## src/rtl/hyper_mon_pkg.sv

```systemverilog
// Shared types and constants for the HyperBus monitor.
// HYPER_MON_RD_CNT_EN (defined) builds the per-chip read counters.
package hyper_mon_pkg;

  typedef enum logic [1:0] {
    ST_IDLE = 2'd0,
    ST_CA   = 2'd1,
    ST_XFER = 2'd2
  } hyper_mon_state_e;

  localparam int CaBytes   = 6;
  localparam int CaReadBit = 47;

  typedef logic [8*CaBytes-1:0] ca_t;

endpackage

```

## src/rtl/hyper_bus_monitor_if.sv

```systemverilog
// HyperBus pin bundle as seen by the monitor: chip selects, CK and DQ per PHY.
// The monitor only listens; the bus side (master) owns every signal.
interface hyper_bus_monitor_if #(
  parameter int NumPhys  = 1,
  parameter int NumChips = 2
);
  logic [NumPhys-1:0][NumChips-1:0] hyper_cs_ni;
  logic [NumPhys-1:0]               hyper_ck_i;
  logic [NumPhys-1:0][7:0]          hyper_dq_i;

  modport master (output hyper_cs_ni, hyper_ck_i, hyper_dq_i);
  modport slave  (input  hyper_cs_ni, hyper_ck_i, hyper_dq_i);
endinterface

```

## src/rtl/hyper_mon_phy.sv

```systemverilog
// One HyperBus PHY monitor: CS decode, IDLE/CA/XFER FSM, CA capture, per-chip counters.
// HYPER_MON_RD_CNT_EN (defined) adds the read counters; otherwise rd_cnt_o is 0.
module hyper_mon_phy
  import hyper_mon_pkg::*;
#(
  parameter int NumChips = 2,
  parameter int CntWidth = 16
) (
  input  logic                               clk_i,
  input  logic                               rst_ni,
  input  logic                               clear_i,
  input  logic [NumChips-1:0]                cs_ni,
  input  logic                               ck_i,
  input  logic [7:0]                         dq_i,
  output logic [NumChips-1:0][CntWidth-1:0]  txn_cnt_o,
  output logic [NumChips-1:0][CntWidth-1:0]  rd_cnt_o,
  output ca_t                                ca_o,
  output logic                               ca_valid_o,
  output logic                               busy_o,
  output logic                               cs_conflict_o,
  output logic                               short_ca_o,
  output hyper_mon_state_e                   state_o
);

  localparam int IdxW = (NumChips > 1) ? $clog2(NumChips) : 1;

  hyper_mon_state_e         state_q, state_d;
  logic                     ck_q, armed_q, armed_d;
  logic [IdxW-1:0]          sel_q, sel_d, low_idx;
  logic [2:0]               byte_q, byte_d, low_cnt;
  logic [8*CaBytes-9:0]     hist_q, hist_d;
  ca_t                      ca_q, ca_word;
  logic                     ca_valid_q, conflict_q, short_q;
  logic                     ck_edge, multi, one_low, all_high, sel_rel, done, set_short;

  always_comb begin
    low_cnt = '0;
    low_idx = '0;
    for (int i = 0; i < NumChips; i++) begin
      if (!cs_ni[i]) begin
        low_cnt = low_cnt + 3'd1;
        low_idx = IdxW'(i);
      end
    end
  end

  assign multi    = (low_cnt > 3'd1);
  assign one_low  = (low_cnt == 3'd1);
  assign all_high = (low_cnt == 3'd0);
  assign sel_rel  = cs_ni[sel_q];
  assign ck_edge  = ck_i ^ ck_q;
  assign ca_word  = {hist_q, dq_i};

  always_comb begin
    state_d   = state_q;
    sel_d     = sel_q;
    byte_d    = byte_q;
    hist_d    = hist_q;
    done      = 1'b0;
    set_short = 1'b0;
    // Tracking is disarmed by reset or a conflict until every CS has been high.
    armed_d   = all_high ? 1'b1 : (multi ? 1'b0 : armed_q);
    if (multi) begin
      state_d = ST_IDLE;
    end else begin
      unique case (state_q)
        ST_IDLE: if (armed_q && one_low) begin
          state_d = ST_CA;
          sel_d   = low_idx;
          byte_d  = '0;
        end
        ST_CA: if (sel_rel) begin
          // A CK edge in the same cycle as CS release is not a byte.
          state_d   = ST_IDLE;
          set_short = 1'b1;
        end else if (ck_edge) begin
          hist_d = ca_word[8*CaBytes-9:0];
          byte_d = byte_q + 3'd1;
          if (byte_q == 3'(CaBytes - 1)) begin
            done    = 1'b1;
            state_d = ST_XFER;
          end
        end
        ST_XFER: if (sel_rel) state_d = ST_IDLE;
        default: state_d = ST_IDLE;
      endcase
    end
  end

  always_ff @(posedge clk_i or negedge rst_ni) begin
    if (!rst_ni) begin
      state_q    <= ST_IDLE;
      ck_q       <= 1'b0;
      armed_q    <= 1'b0;
      sel_q      <= '0;
      byte_q     <= '0;
      hist_q     <= '0;
      ca_q       <= '0;
      ca_valid_q <= 1'b0;
    end else begin
      state_q    <= state_d;
      ck_q       <= ck_i;
      armed_q    <= armed_d;
      sel_q      <= sel_d;
      byte_q     <= byte_d;
      hist_q     <= hist_d;
      ca_valid_q <= done;
      if (done) ca_q <= ca_word;
    end
  end

  always_ff @(posedge clk_i or negedge rst_ni) begin
    if (!rst_ni) begin
      conflict_q <= 1'b0;
      short_q    <= 1'b0;
    end else if (clear_i) begin
      conflict_q <= 1'b0;
      short_q    <= 1'b0;
    end else begin
      conflict_q <= conflict_q | multi;
      short_q    <= short_q | set_short;
    end
  end

  for (genvar c = 0; c < NumChips; c++) begin : g_chip
    logic                hit;
    logic [CntWidth-1:0] txn_q;
    assign hit = done && (sel_q == IdxW'(c));

    // Saturating; clear takes priority over a coincident increment.
    always_ff @(posedge clk_i or negedge rst_ni) begin
      if (!rst_ni)                 txn_q <= '0;
      else if (clear_i)            txn_q <= '0;
      else if (hit && txn_q != '1) txn_q <= txn_q + 1'b1;
    end
    assign txn_cnt_o[c] = txn_q;

`ifdef HYPER_MON_RD_CNT_EN
    logic [CntWidth-1:0] rd_q;
    always_ff @(posedge clk_i or negedge rst_ni) begin
      if (!rst_ni)                                     rd_q <= '0;
      else if (clear_i)                                rd_q <= '0;
      else if (hit && ca_word[CaReadBit] && rd_q != '1) rd_q <= rd_q + 1'b1;
    end
    assign rd_cnt_o[c] = rd_q;
`else
    assign rd_cnt_o[c] = '0;
`endif
  end

  assign ca_o          = ca_q;
  assign ca_valid_o    = ca_valid_q;
  assign busy_o        = (state_q != ST_IDLE);
  assign cs_conflict_o = conflict_q;
  assign short_ca_o    = short_q;
  assign state_o       = state_q;

endmodule

```

## src/rtl/hyper_bus_monitor.sv

```systemverilog
// Passive HyperBus monitor: one hyper_mon_phy per PHY, pins taken from hyper_bus_monitor_if.
// HYPER_MON_RD_CNT_EN (defined) enables rd_cnt_o; otherwise it reads 0.
module hyper_bus_monitor
  import hyper_mon_pkg::*;
#(
  parameter int NumPhys  = 1,
  parameter int NumChips = 2,
  parameter int CntWidth = 16
) (
  input  logic                                            clk_i,
  input  logic                                            rst_ni,
  input  logic                                            clear_i,
  hyper_bus_monitor_if.slave                              bus,
  output logic [NumPhys-1:0][NumChips-1:0][CntWidth-1:0]  txn_cnt_o,
  output logic [NumPhys-1:0][NumChips-1:0][CntWidth-1:0]  rd_cnt_o,
  // ca_valid_o is a one-cycle strobe qualifying ca_o; there is no back-pressure.
  output logic [NumPhys-1:0][47:0]                        ca_o,
  output logic [NumPhys-1:0]                              ca_valid_o,
  output logic [NumPhys-1:0]                              busy_o,
  output logic [NumPhys-1:0]                              cs_conflict_o,
  output logic [NumPhys-1:0]                              short_ca_o,
  output logic [NumPhys-1:0][1:0]                         dbg_state_o
);

  for (genvar p = 0; p < NumPhys; p++) begin : g_phy
    hyper_mon_state_e st;

    hyper_mon_phy #(
      .NumChips (NumChips),
      .CntWidth (CntWidth)
    ) u_phy (
      .clk_i         (clk_i),
      .rst_ni        (rst_ni),
      .clear_i       (clear_i),
      .cs_ni         (bus.hyper_cs_ni[p]),
      .ck_i          (bus.hyper_ck_i[p]),
      .dq_i          (bus.hyper_dq_i[p]),
      .txn_cnt_o     (txn_cnt_o[p]),
      .rd_cnt_o      (rd_cnt_o[p]),
      .ca_o          (ca_o[p]),
      .ca_valid_o    (ca_valid_o[p]),
      .busy_o        (busy_o[p]),
      .cs_conflict_o (cs_conflict_o[p]),
      .short_ca_o    (short_ca_o[p]),
      .state_o       (st)
    );

    assign dbg_state_o[p] = st;
  end

endmodule
```

## src/flat_wrapper.sv

```systemverilog
// flat-port wrapper written by rule: the top's interface ports become plain ports
module hyper_bus_monitor_flat import hyper_mon_pkg::*;
#(
  parameter int NumPhys  = 1,
  parameter int NumChips = 2,
  parameter int CntWidth = 16
)
  (clk_i, rst_ni, clear_i, txn_cnt_o, rd_cnt_o, ca_o, ca_valid_o, busy_o, cs_conflict_o, short_ca_o, dbg_state_o, bus_hyper_cs_ni, bus_hyper_ck_i, bus_hyper_dq_i);
  hyper_bus_monitor_if #(.NumPhys(NumPhys), .NumChips(NumChips)) bus_i ();
  input  logic clk_i;
  input  logic rst_ni;
  input  logic clear_i;
  output logic [NumPhys-1:0][NumChips-1:0][CntWidth-1:0] txn_cnt_o;
  output logic [NumPhys-1:0][NumChips-1:0][CntWidth-1:0] rd_cnt_o;
  output logic [NumPhys-1:0][47:0] ca_o;
  output logic [NumPhys-1:0] ca_valid_o;
  output logic [NumPhys-1:0] busy_o;
  output logic [NumPhys-1:0] cs_conflict_o;
  output logic [NumPhys-1:0] short_ca_o;
  output logic [NumPhys-1:0][1:0] dbg_state_o;
  input wire logic [$bits(bus_i.hyper_cs_ni)-1:0] bus_hyper_cs_ni;
  input wire logic [$bits(bus_i.hyper_ck_i)-1:0] bus_hyper_ck_i;
  input wire logic [$bits(bus_i.hyper_dq_i)-1:0] bus_hyper_dq_i;
  assign bus_i.hyper_cs_ni = bus_hyper_cs_ni;
  assign bus_i.hyper_ck_i = bus_hyper_ck_i;
  assign bus_i.hyper_dq_i = bus_hyper_dq_i;
  hyper_bus_monitor #(.NumPhys(NumPhys), .NumChips(NumChips), .CntWidth(CntWidth)) u_core (.clk_i(clk_i), .rst_ni(rst_ni), .clear_i(clear_i), .bus(bus_i), .txn_cnt_o(txn_cnt_o), .rd_cnt_o(rd_cnt_o), .ca_o(ca_o), .ca_valid_o(ca_valid_o), .busy_o(busy_o), .cs_conflict_o(cs_conflict_o), .short_ca_o(short_ca_o), .dbg_state_o(dbg_state_o));
endmodule
```

## config.mk

```make
export PLATFORM = sky130hd
export DESIGN_NAME = hyper_bus_monitor_flat
export DESIGN_NICKNAME = d
export VERILOG_FILES = /design/src/rtl/hyper_mon_pkg.sv /design/src/rtl/hyper_bus_monitor_if.sv /design/src/rtl/hyper_mon_phy.sv /design/src/rtl/hyper_bus_monitor.sv /design/src/flat_wrapper.sv
export SDC_FILE = /design/constraint.sdc
export NUM_CORES = 1
export LEC_CHECK = 0
export CAP_MARGIN = 0
export CORE_ASPECT_RATIO = 0.6
export CORE_MARGIN = 2
export CORE_UTILIZATION = 55
export CTS_CLUSTER_SIZE = 10
export DETAILED_ROUTE_END_ITERATION = 8
export DONT_BUFFER_PORTS = 1
export GPL_TIMING_DRIVEN = 0
export HOLD_SLACK_MARGIN = 0.08
export PLACE_DENSITY = 0.74
export SLEW_MARGIN = 15
export SYNTH_ARGS = -nofsm -noshare
export SYNTH_HDL_FRONTEND = slang
export SYNTH_SLANG_ARGS = --single-unit
```

## constraint.sdc

```tcl
create_clock -name clk_i -period 1.9 [get_ports clk_i]
set_input_delay 0 -clock clk_i [delete_from_list [all_inputs] [get_ports clk_i]]
set_output_delay 0 -clock clk_i [all_outputs]
set_load 0.01 [all_outputs]
```

---- Word level (Yosys, flattened, before mapping) ----
Index checks and enable logic that the tools add are counted.
operators by class
  add/subtract/negate cells ............... 4
  magnitude comparators ................... 2
  equality and inequality tests ........... 13
  mux-type cells .......................... 32
  bitwise operators ....................... 6
  reduce and logical (&&, ||, !) cells .... 16
operators with widths
  kind                                                            number
  two-way mux 16 bit                                              4
  adder 16 x 1 -> 16 bit (second input constant)                  2
  != test 16 bit (second input constant)                          2
  two-way mux 1 bit                                               16
  two-way mux 2 bit                                               6
  two-way mux 3 bit                                               4
  nonzero test 2 bit                                              5
  != test 4 bit (second input constant)                           2
  AND reduction 4 bit                                             2
  adder 3 x 1 -> 3 bit (second input constant)                    2
  != test 2 bit (second input constant)                           3
  != test 3 bit (second input constant)                           2
  case mux 2 bit (3 select lines)                                 1
  case mux 3 bit (2 select lines)                                 1
  logical AND 1 bit                                               5
  AND reduction 5 bit                                             1
  equality test 3 x 1 -> 1 bit (second input constant)            1
  equality test 3 bit (second input constant)                     1
  greater-than comparator 3 x 1 -> 1 bit (second input constant)  1
  zero test 3 bit                                                 1
  NOT 1 bit                                                       3
  AND reduction 3 bit                                             1
  equality test 2 x 1 -> 1 bit (second input constant)            1
  equality test 2 bit (second input constant)                     1
  other kinds (4)                                                 5
word-level totals
  register bits ........................... 131
  bits of input ports ..................... 14
  output and inout port bits .............. 118
  logic and storage cells ................. 85

---- Longest topological paths before layout ----
Gate-level depths: netlist of the first run.
  word-level depth ........................ 10
  depth in mapped cells ................... 9
  depth with buffers taken out ............ 8

---- Least setup slack after synthesis of the first run ----
Ideal clock, no wire load.
  path type ............................... register to register
  start point ............................. reg u_core.g_phy[0].u_phy.g_chip[1].txn_q[0]
  end point ............................... reg u_core.g_phy[0].u_phy.g_chip[1].txn_q[3]
  library setup time ...................... 0.066 ns
  arrival time ............................ 1.845 ns
  required time ........................... 1.834 ns
  path slack .............................. -0.011 ns
  stages on the path, launching flop included .. 8
  buffers on the path ..................... 1
  clock period less this slack ............ 1.911 ns
  path through ............................ dfrtp_1 ha_1 and4_1 clkbuf_1 nand3_1 o21ai_4 or4_1 nand2_1
between the ends
  word-level cells in the longest chain between the ends .. 3
  elaborated cells between the ends (all ways) .. 6
  classes of those cells .................. add/sub (1); eq/ne (1); mux (2); reduce/logical (2)
ends and longest elaborated chain
  item                                                      line                  source
  start: declaration                                        hyper_mon_phy.sv:127  logic [CntWidth-1:0] txn_q;
  start signal: assignment                                  hyper_mon_phy.sv:134  else if (hit && txn_q != '1) txn_q <= txn_q + 1'b1;
  adder 16 x 1 -> 16 bit or != test 16 bit (tied branches)  hyper_mon_phy.sv:134
  two-way mux 16 bit or logical AND 1 bit (tied branches)   hyper_mon_phy.sv:134
  two-way mux 16 bit or nonzero test 2 bit (tied branches)  -
Parallel ways exist; a longest one is shown, timed or not. The select of a mux whose other input is x is not followed.
A chain may end at the register's enable or synchronous reset.

---- Worst setup path in the final report of the first run ----
  start point ............................. reg u_core.g_phy[0].u_phy.byte_q[1]
  end point ............................... reg u_core.g_phy[0].u_phy.g_chip[0].txn_q[4]
between the ends
  word-level cells in the longest chain between the ends .. 9
ends and longest elaborated chain
  item                                 line                  source
  start: declaration                   hyper_mon_phy.sv:30   logic [2:0] byte_q, byte_d, low_cnt;
  start signal: assignment             hyper_mon_phy.sv:105  byte_q <= byte_d;
  equality test 3 bit                  hyper_mon_phy.sv:79   if (byte_q == 3'(CaBytes - 1)) begin
  two-way mux 1 bit                    hyper_mon_phy.sv:79
  two-way mux 1 bit                    hyper_mon_phy.sv:76   end else if (ck_edge) begin
  two-way mux 1 bit                    hyper_mon_phy.sv:72   ST_CA: if (sel_rel) begin
  two-way mux 1 bit                    hyper_mon_phy.sv:66   unique case (state_q)
  two-way mux 1 bit                    hyper_mon_phy.sv:63   if (multi) begin
  logical AND 1 bit                    hyper_mon_phy.sv:128  assign hit = done && (sel_q == IdxW'(c));
  logical AND 1 bit                    hyper_mon_phy.sv:134
  nonzero test 2 bit (no source line)  -
  end signal: assignment               hyper_mon_phy.sv:134
  end: declaration                     hyper_mon_phy.sv:127
Every way passes these cells.

==> results of run 1 <==
[sequential cells by signal, summed over array words and instances (netlist names), 2 cells and up]
register,flops
u_core.g_phy.u_phy.byte_q,3
u_core.g_phy.u_phy.ca_o,48
u_core.g_phy.u_phy.g_chip.txn_q,32
u_core.g_phy.u_phy.hist_q,40
u_core.g_phy.u_phy.state_o,2
[routing by layer]
metal  part of all wire, %  up-vias
met4                   2.1        0
met2                    46      168
met3                   7.1       33
met5                     0        -
met1                    45     1991
li1                      -     1781
[final timing paths]
path | to | slack, ps | startpoint
setup / recovery | u_core.g_phy[0].u_phy.g_chip[0].txn_q[4]$_DFFE_PN0P_ | 30 | u_core.g_phy[0].u_phy.byte_q[1]$_DFFE_PN0P_
hold / removal | u_core.g_phy[0].u_phy.ca_o[11]$_DFFE_PN0P_ | -720 | rst_ni
setup reg to reg | u_core.g_phy[0].u_phy.g_chip[0].txn_q[4]$_DFFE_PN0P_ | 30 | u_core.g_phy[0].u_phy.byte_q[1]$_DFFE_PN0P_
hold reg to reg | u_core.g_phy[0].u_phy.ca_o[40]$_DFFE_PN0P_ | 500 | u_core.g_phy[0].u_phy.hist_q[32]$_DFFE_PN0P_
max in group asynchronous | u_core.g_phy[0].u_phy.state_o[1]$_DFFE_PN0P_ | 2440 | rst_ni
min in group clk_i | u_core.g_phy[0].u_phy.g_chip[0].txn_q[0]$_DFFE_PN0P_ | 110 | bus_hyper_cs_ni[0]
[cell usage after synthesis (all sizes together) (3+ instances only)]
cell     instances  area share (%)
o21ai            7            0.78
nor3             7            0.59
xor2            12             2.1
clkbuf           6            0.38
and3             9            0.97
a21oi            7            0.59
mux2i            4            0.74
xnor2           12             1.8
o211ai           3            0.38
or4              3            0.44
and4             5            0.74
inv              6            0.38
a211oi           4            0.51
mux2            90              17
ha               6             1.3
nor2            37             2.3
o2111ai          3            0.44
buf             44             5.2
nor4             4            0.53
nand4           11             1.4
dfrtp          131              55
nand3           14             1.2
nand2           20             1.3
[stage by stage]
step,worst slack [ps],total power (W),area [um^2],util [%],TNS [ps]
final,31.3,0.00648,7360,70.0,0
after global routing,-50.4,0.00671,7360,70.0,-304
after CTS,-24.5,0.00649,7160,68.0,-24.5
after detailed placement,-270,0.00322,6220,59.2,-4770
after global placement,-245,0.00321,6220,59.2,-4720
after floorplan,64.1,0.00317,6050,-,0
[kinds of logic after synthesis]
logic type / Yosys count / share of synthesized area [%]
AO/OA/AOI/OAI: 30 / 3.76
XOR/XNOR: 24 / 3.86
adder cells (fa/ha/maj): 6 / 1.27
buffers and inverters: 56 / 5.97
flip-flops: 131 / 55.3
multiplexers: 94 / 17.8
other: 1 / 0.0632
AND/OR/NAND/NOR: 128 / 12.0
[cell usage in the layout, fill, tap and decap left out, types with 3 or more instances in the layout]
master / synthesis / final
dfrtp_1: 131 / 114
mux2_2: 90 / 89
buf_4: 33 / 48
nor2_1: 37 / 35
conb_1: 1 / 32
nand2_1: 20 / 20
dlygate4sd3_1: 0 / 20
clkbuf_16: 0 / 17
dfrtp_2: 0 / 17
nand3_1: 14 / 13
xnor2_1: 12 / 12
xor2_1: 11 / 11
nand4_1: 10 / 10
buf_2: 10 / 7
o21ai_0: 6 / 6
a21oi_1: 7 / 6
and3_1: 8 / 6
nor3_1: 7 / 6
inv_1: 6 / 4
buf_6: 1 / 4
clkbuf_1: 6 / 4
ha_1: 6 / 4
clkinvlp_4: 0 / 4
nor4_4: 0 / 3
and4_1: 5 / 3
mux2i_1: 3 / 3
o211ai_1: 3 / 3
clkinv_4: 0 / 3
[where the power goes]
part           internal (W)  total, W  switching [W]
combinational      0.000200  0.000365       0.000165
clock               0.00194   0.00317        0.00124
sequential          0.00286   0.00294      0.0000823
total               0.00500   0.00648        0.00148
[worst max-delay path: stages (launching register included)]
cell	delay [ps]
dfrtp_1	390
inv_2	90
ha_4	130
and4b_2	300
nand4_1	190
buf_4	220
a211oi_2	210
xnor2_1	140
nor2_1	70
[cell type report]
cell class / count / area (um^2) / area share, %
repair buffers: 38 / 347 / 4.71
multi-input cells: 314 / 2610 / 35.4
plain buffers: 47 / 332 / 4.50
clock inverters: 14 / 155 / 2.11
clock buffers: 17 / 425 / 5.78
flip-flops and latches: 131 / 3300 / 44.8
inverters: 6 / 22.5 / 0.306
well taps: 139 / 174 / 2.36
[timing repair]
item,in CTS,in global routing
resized for setup,25,38
setup endpoints to repair,109,95
endpoints found under the hold margin,161,131
pin swaps,4,22
buffers inserted,8,10
==> qor.txt, run 1 <==
Unrepaired setup endpoints after global routing: yes
Dpl hpwl: 8.40 mm
M2 GR Usage: 35.1%
CTS buffer count: 17
Layout cell share with drive strength beyond 1: 41.6%
Max_cap viols: 0
Pleak: 3.56 nW
Critical path startpoint category: flop
Main synth FF type: dfrtp_1
Clock root cell: clkbuf_16
DR DRC count: 0
Later-pin clock latency in the skew report: 410 ps
Setup-failing EPs final: 0
Synth Cell Area: 5930 um^2
Critical path required time: 2170 ps
Starting DRC count in detailed routing: 256
Number of flops mapped to enable cells by yosys: 0
Avg WL per Cell: 18.5 um
Die extent in y: 84.4 um
Worst vdd ir: 659 uV
Die area: 11,700 um^2
Port buffer count: 0
Status: complete, but fails checks
Initial Util: 56.3%
Rel. slew slack: 64.4%
Largest net degree at the start of global routing: 132
Mapped Cells: 470
Worst Clk Skew: 8.16 ps
CTS tree: built
Met3 usage: 6.45%
Max frequency: 535 MHz
DP Cell Count: 640
Yosys warnings: 0
Non-filler cells, final: 706
Slew Viols, Final: 0
Wirelength, routed: 13.1 mm
WHS: -718 ps
Core area: 10,500 um^2
Post-route ant nets: 0
Clk slew on worst S/H paths: 60 ps
Antenna diodes: 0
Clk buf depth: 2
Pre-Repair DR Iteration Count: 4
GPL Wtd Cong: 0.865
Global-route wire length before repair: 21.2 mm
Final #Nets: 575
GRT busiest layer: met2
Met1 Use GR: 32.2%
Tightest Pin Transition: 535 ps
Classification of the worst-slack hold path: in -> async
Chip Width: 138 um
Synth-to-Final Area Change: 24.1%
Rows: 29
Yosys reg bits: 131
Power per standard cell area: 880 nW/um^2
Distinct cells, synth: 53
Cells on worst reg2reg path: 8
Failing checks: hold timing
Post-CTS Hold Buffers: 21
CP Capture Type: flop
Fillers: 739
WP data arrival: 2130 ps
Setup Crit Path Kind: reg -> reg
Initial antenna violation count: 0
Drt via density: 5.63
Tmin final: 1870 ps
Register area share after synthesis: 55.3%
Period utilisation layout: 98.4%
Gr ovfl total: 0
Vias in the first global route: 3,983
Ports: 132
Clock sink total: 131
Via count: 3,973
Final Hold Viols: 131
Avg Cell Area, Syn: 12.6 um^2
Max FO, Critical Path: 5
H-tree depth: 4
Gr usage total: 23.2%
Asr flop ratio synth: 100%
Power figures use the tool's default switching activity.
==> inputs of run 2 (changes only) <==
--- a/config.mk
+++ b/config.mk
@@ -6,7 +6,7 @@
 export NUM_CORES = 1
 export LEC_CHECK = 0
 export CAP_MARGIN = 0
-export CORE_ASPECT_RATIO = 0.6
+export CORE_ASPECT_RATIO = 2
 export CORE_MARGIN = 2
 export CORE_UTILIZATION = 55
 export CTS_CLUSTER_SIZE = 10
==> qor.txt, run 2 (synthesis gave the netlist of run 1 again) <==
Clk pwr share: 49.3% (+0.3 points)
Reg-to-reg endpoint: u_core.g_phy[0].u_phy.g_chip[0].txn_q[1]$_DFFE_PN0P_
Gr usage total: 22.8% (-0.43 points)
Via count: 3,944 (-0.73%)
CP max stage delay: 490 ps (+100 ps)
Core area: 10,500 um^2 (-0.43%)
Largest register FFs: 48 (unchanged)
DP Cell Count: 638 (-0.31%)
WHS: -719 ps (-1.29 ps)
CTS buffer count: 17 (unchanged)
Port buffer count: 0 (unchanged)
Slew Viols, Final: 0 (unchanged)
Largest net degree at the start of global routing: 132 (unchanged)
Later-pin clock latency in the skew report: 410 ps (about the same)
Die area: 11,700 um^2 (+0.20%)
Worst vdd ir: 895 uV (+36%)
Starting DRC count in detailed routing: 175 (-32%)
Final #Nets: 575 (unchanged)
Pleak: 3.57 nW (+0.33%)
Layout cell share with drive strength beyond 1: 42.6% (+0.98 points)
Max FO, Critical Path: 7 (+2)
Final worst slack: 9.72 ps (-21.6 ps)
Clk slew on worst S/H paths: 60 ps (about the same)
Critical path startpoint category: flop
Setup Crit Path Kind: reg -> reg
Commonest non-fill, non-tap cell in the layout: dfrtp_1
H-tree depth: 4 (unchanged)
Critical path required time: 2170 ps (about the same)
Crit path buf inv count: 0 (-2)
R2R setup slack: 10 ps (-20 ps)
Pre-Repair DR Iteration Count: 4 (unchanged)
WP data arrival: 2160 ps (+30 ps)
Failing checks: hold timing
Initial Util: 56.6% (+0.24 points)
GPL Wtd Cong: 0.845 (-2.4%)
Rows: 53 (+83%)
Wirelength, routed: 13.5 mm (+2.9%)
Dpl hpwl: 8.86 mm (+5.4%)
Fillers: 757 (+2.4%)
Portion of total power attributed to sequential cells: 45.2% (-0.2 points)
Switching share of total power: 22.9% (-0.025 points)
Critical path depth: 5 (-3)
Clock root cell: clkbuf_16
Max_cap viols: 0 (unchanged)
Tmin final: 1890 ps (+21.6 ps)
Cells on worst reg2reg path: 5 (-3)
Non-filler cells, final: 705 (-0.14%)
Final Hold Viols: 131 (unchanged)
Antenna diodes: 0 (unchanged)
Setup-failing EPs final: 0 (unchanged)
Classification of the worst-slack hold path: in -> async
CTS tree: built
Synth-to-Final Area Change: 25.8%
CP top delay family: simple AND/OR/NAND/NOR gates
Vias in the first global route: 3,998 (+0.38%)
Chip Width: 77.4 um (-44%)
Global-route wire length before repair: 20.4 mm (-3.9%)
Unrepaired setup endpoints after global routing: yes
Internal power: 0.00500 W (about the same)
DR DRC count: 0 (unchanged)
Commonest non-fill, non-tap cells in the layout: 113 x dfrtp_1, 90 x mux2_2, 51 x buf_4
Drt via density: 5.59 (-0.59%)
Period utilisation layout: 99.5% (+1.1 points)
CP Capture Type: flop
Status: complete, but fails checks
Comb power frac: 5.5% (about the same)
CP startpoint: u_core.g_phy[0].u_phy.g_chip[0].txn_q[5]$_DFFE_PN0P_
Avg WL per Cell: 19.1 um (+3.1%)
Tightest Pin Transition: 545 ps (+10.1 ps)
Power per standard cell area: 869 nW/um^2 (-1.3%)
Critical-path top delay cell: dfrtp_1
Rel. slew slack: 63.7% (-0.67 points)
Clock sink total: 131 (unchanged)
Sw power: 0.00148 W (about the same)
Worst path cell trace: and4_1, nand4_1, o41ai_4, mux2i_1, nor2_1
Gr ovfl total: 0 (unchanged)
Post-route ant nets: 0 (unchanged)
Pre-CTS setup slack: -352 ps (-82.1 ps)
Core Util, Final: 71.2% (+1.2 points)
Worst Clk Skew: 12.7 ps (+4.57 ps)
RR Startpoint: u_core.g_phy[0].u_phy.g_chip[0].txn_q[5]$_DFFE_PN0P_
Initial antenna violation count: 0 (unchanged)
Clk buf depth: 2 (unchanged)
Ports: 132 (unchanged)
Die extent in y: 151 um (+79%)
Max frequency: 529 MHz (-1.1%)
run 2: changes by cell type in the layout (fill, tap and decap cells not counted), sizes merged:
| cell | change |
|---|---|
| clkinvlp | -2 |
| inv | +1 |
| dlygate4sd3 | -3 |
| clkinv | +1 |
| clkbuf | +2 |
| dlymetal6s4s | +1 |
| buf | +1 |
run 2: worst max-delay path by stage:
| stage | end | slack, ps |
|---|---|---|
| after floorplan | u_core.g_phy[0].u_phy.g_chip[0].txn_q[13]$_DFFE_PN0P_ | 60 |
| after global placement | u_core.g_phy[0].u_phy.g_chip[0].txn_q[13]$_DFFE_PN0P_ | -340 |
| after detailed placement | u_core.g_phy[0].u_phy.g_chip[0].txn_q[13]$_DFFE_PN0P_ | -350 |
| after CTS | u_core.g_phy[0].u_phy.g_chip[1].txn_q[7]$_DFFE_PN0P_ | -30 |
| after global routing | u_core.g_phy[0].u_phy.g_chip[1].txn_q[6]$_DFFE_PN0P_ | -100 |
| final | u_core.g_phy[0].u_phy.g_chip[0].txn_q[1]$_DFFE_PN0P_ | 10 |
run 2: layer usage:
metal / vias up / part of all wire (%) / global-route usage, %
met2: 127 / 59 / 43.3
li1: 1767 / - / -
met3: 27 / 5.9 / 6.73
met1: 2023 / 33 / 22.0
met4: 0 / 2.4 / 11.1
met5: - / 0 / 0
run 2: through the flow:
step / total power, W / cell area [um^2] / TNS, ps
6_report: 0.00648 / 7460 / 0
5_1_grt: 0.00670 / 7460 / -859
4_1_cts: 0.00649 / 7100 / -92.2
3_5_place_dp: 0.00322 / 6220 / -7100
3_3_place_gp: 0.00321 / 6220 / -6180
2_1_floorplan: 0.00317 / 6050 / 0
run 2: power groups by stage:
stage	Combinational, W	Sequential [W]	Clock [W]
CTS	0.000302	0.00293	0.00326
finish	0.000355	0.00293	0.00320
global placement	0.000240	0.00297	0
global route	0.000384	0.00294	0.00338
floorplan	0.000219	0.00295	0
detailed placement	0.000248	0.00297	0
run 2: cell type report:
type | count | area, um^2 | area share [%]
sequential | 131 | 3300 | 44.3
multi-input combinational | 314 | 2660 | 35.6
clock buffer | 18 | 429 | 5.75
timing repair buffer | 37 | 367 | 4.92
buffer | 48 | 355 | 4.76
tap | 137 | 171 | 2.30
clock inverter | 14 | 154 | 2.06
inverter | 6 | 22.5 | 0.302
run 2: what timing repair did:
action | 4_1_cts | 5_1_grt
gates resized for setup | 23 | 55
hold buffers | 18 | 1
endpoints found under the setup margin | 99 | 85
cloned | 0 | 1
setup buffers | 4 | 14
endpoints found under the hold margin | 162 | 132
pin swaps | 6 | 23
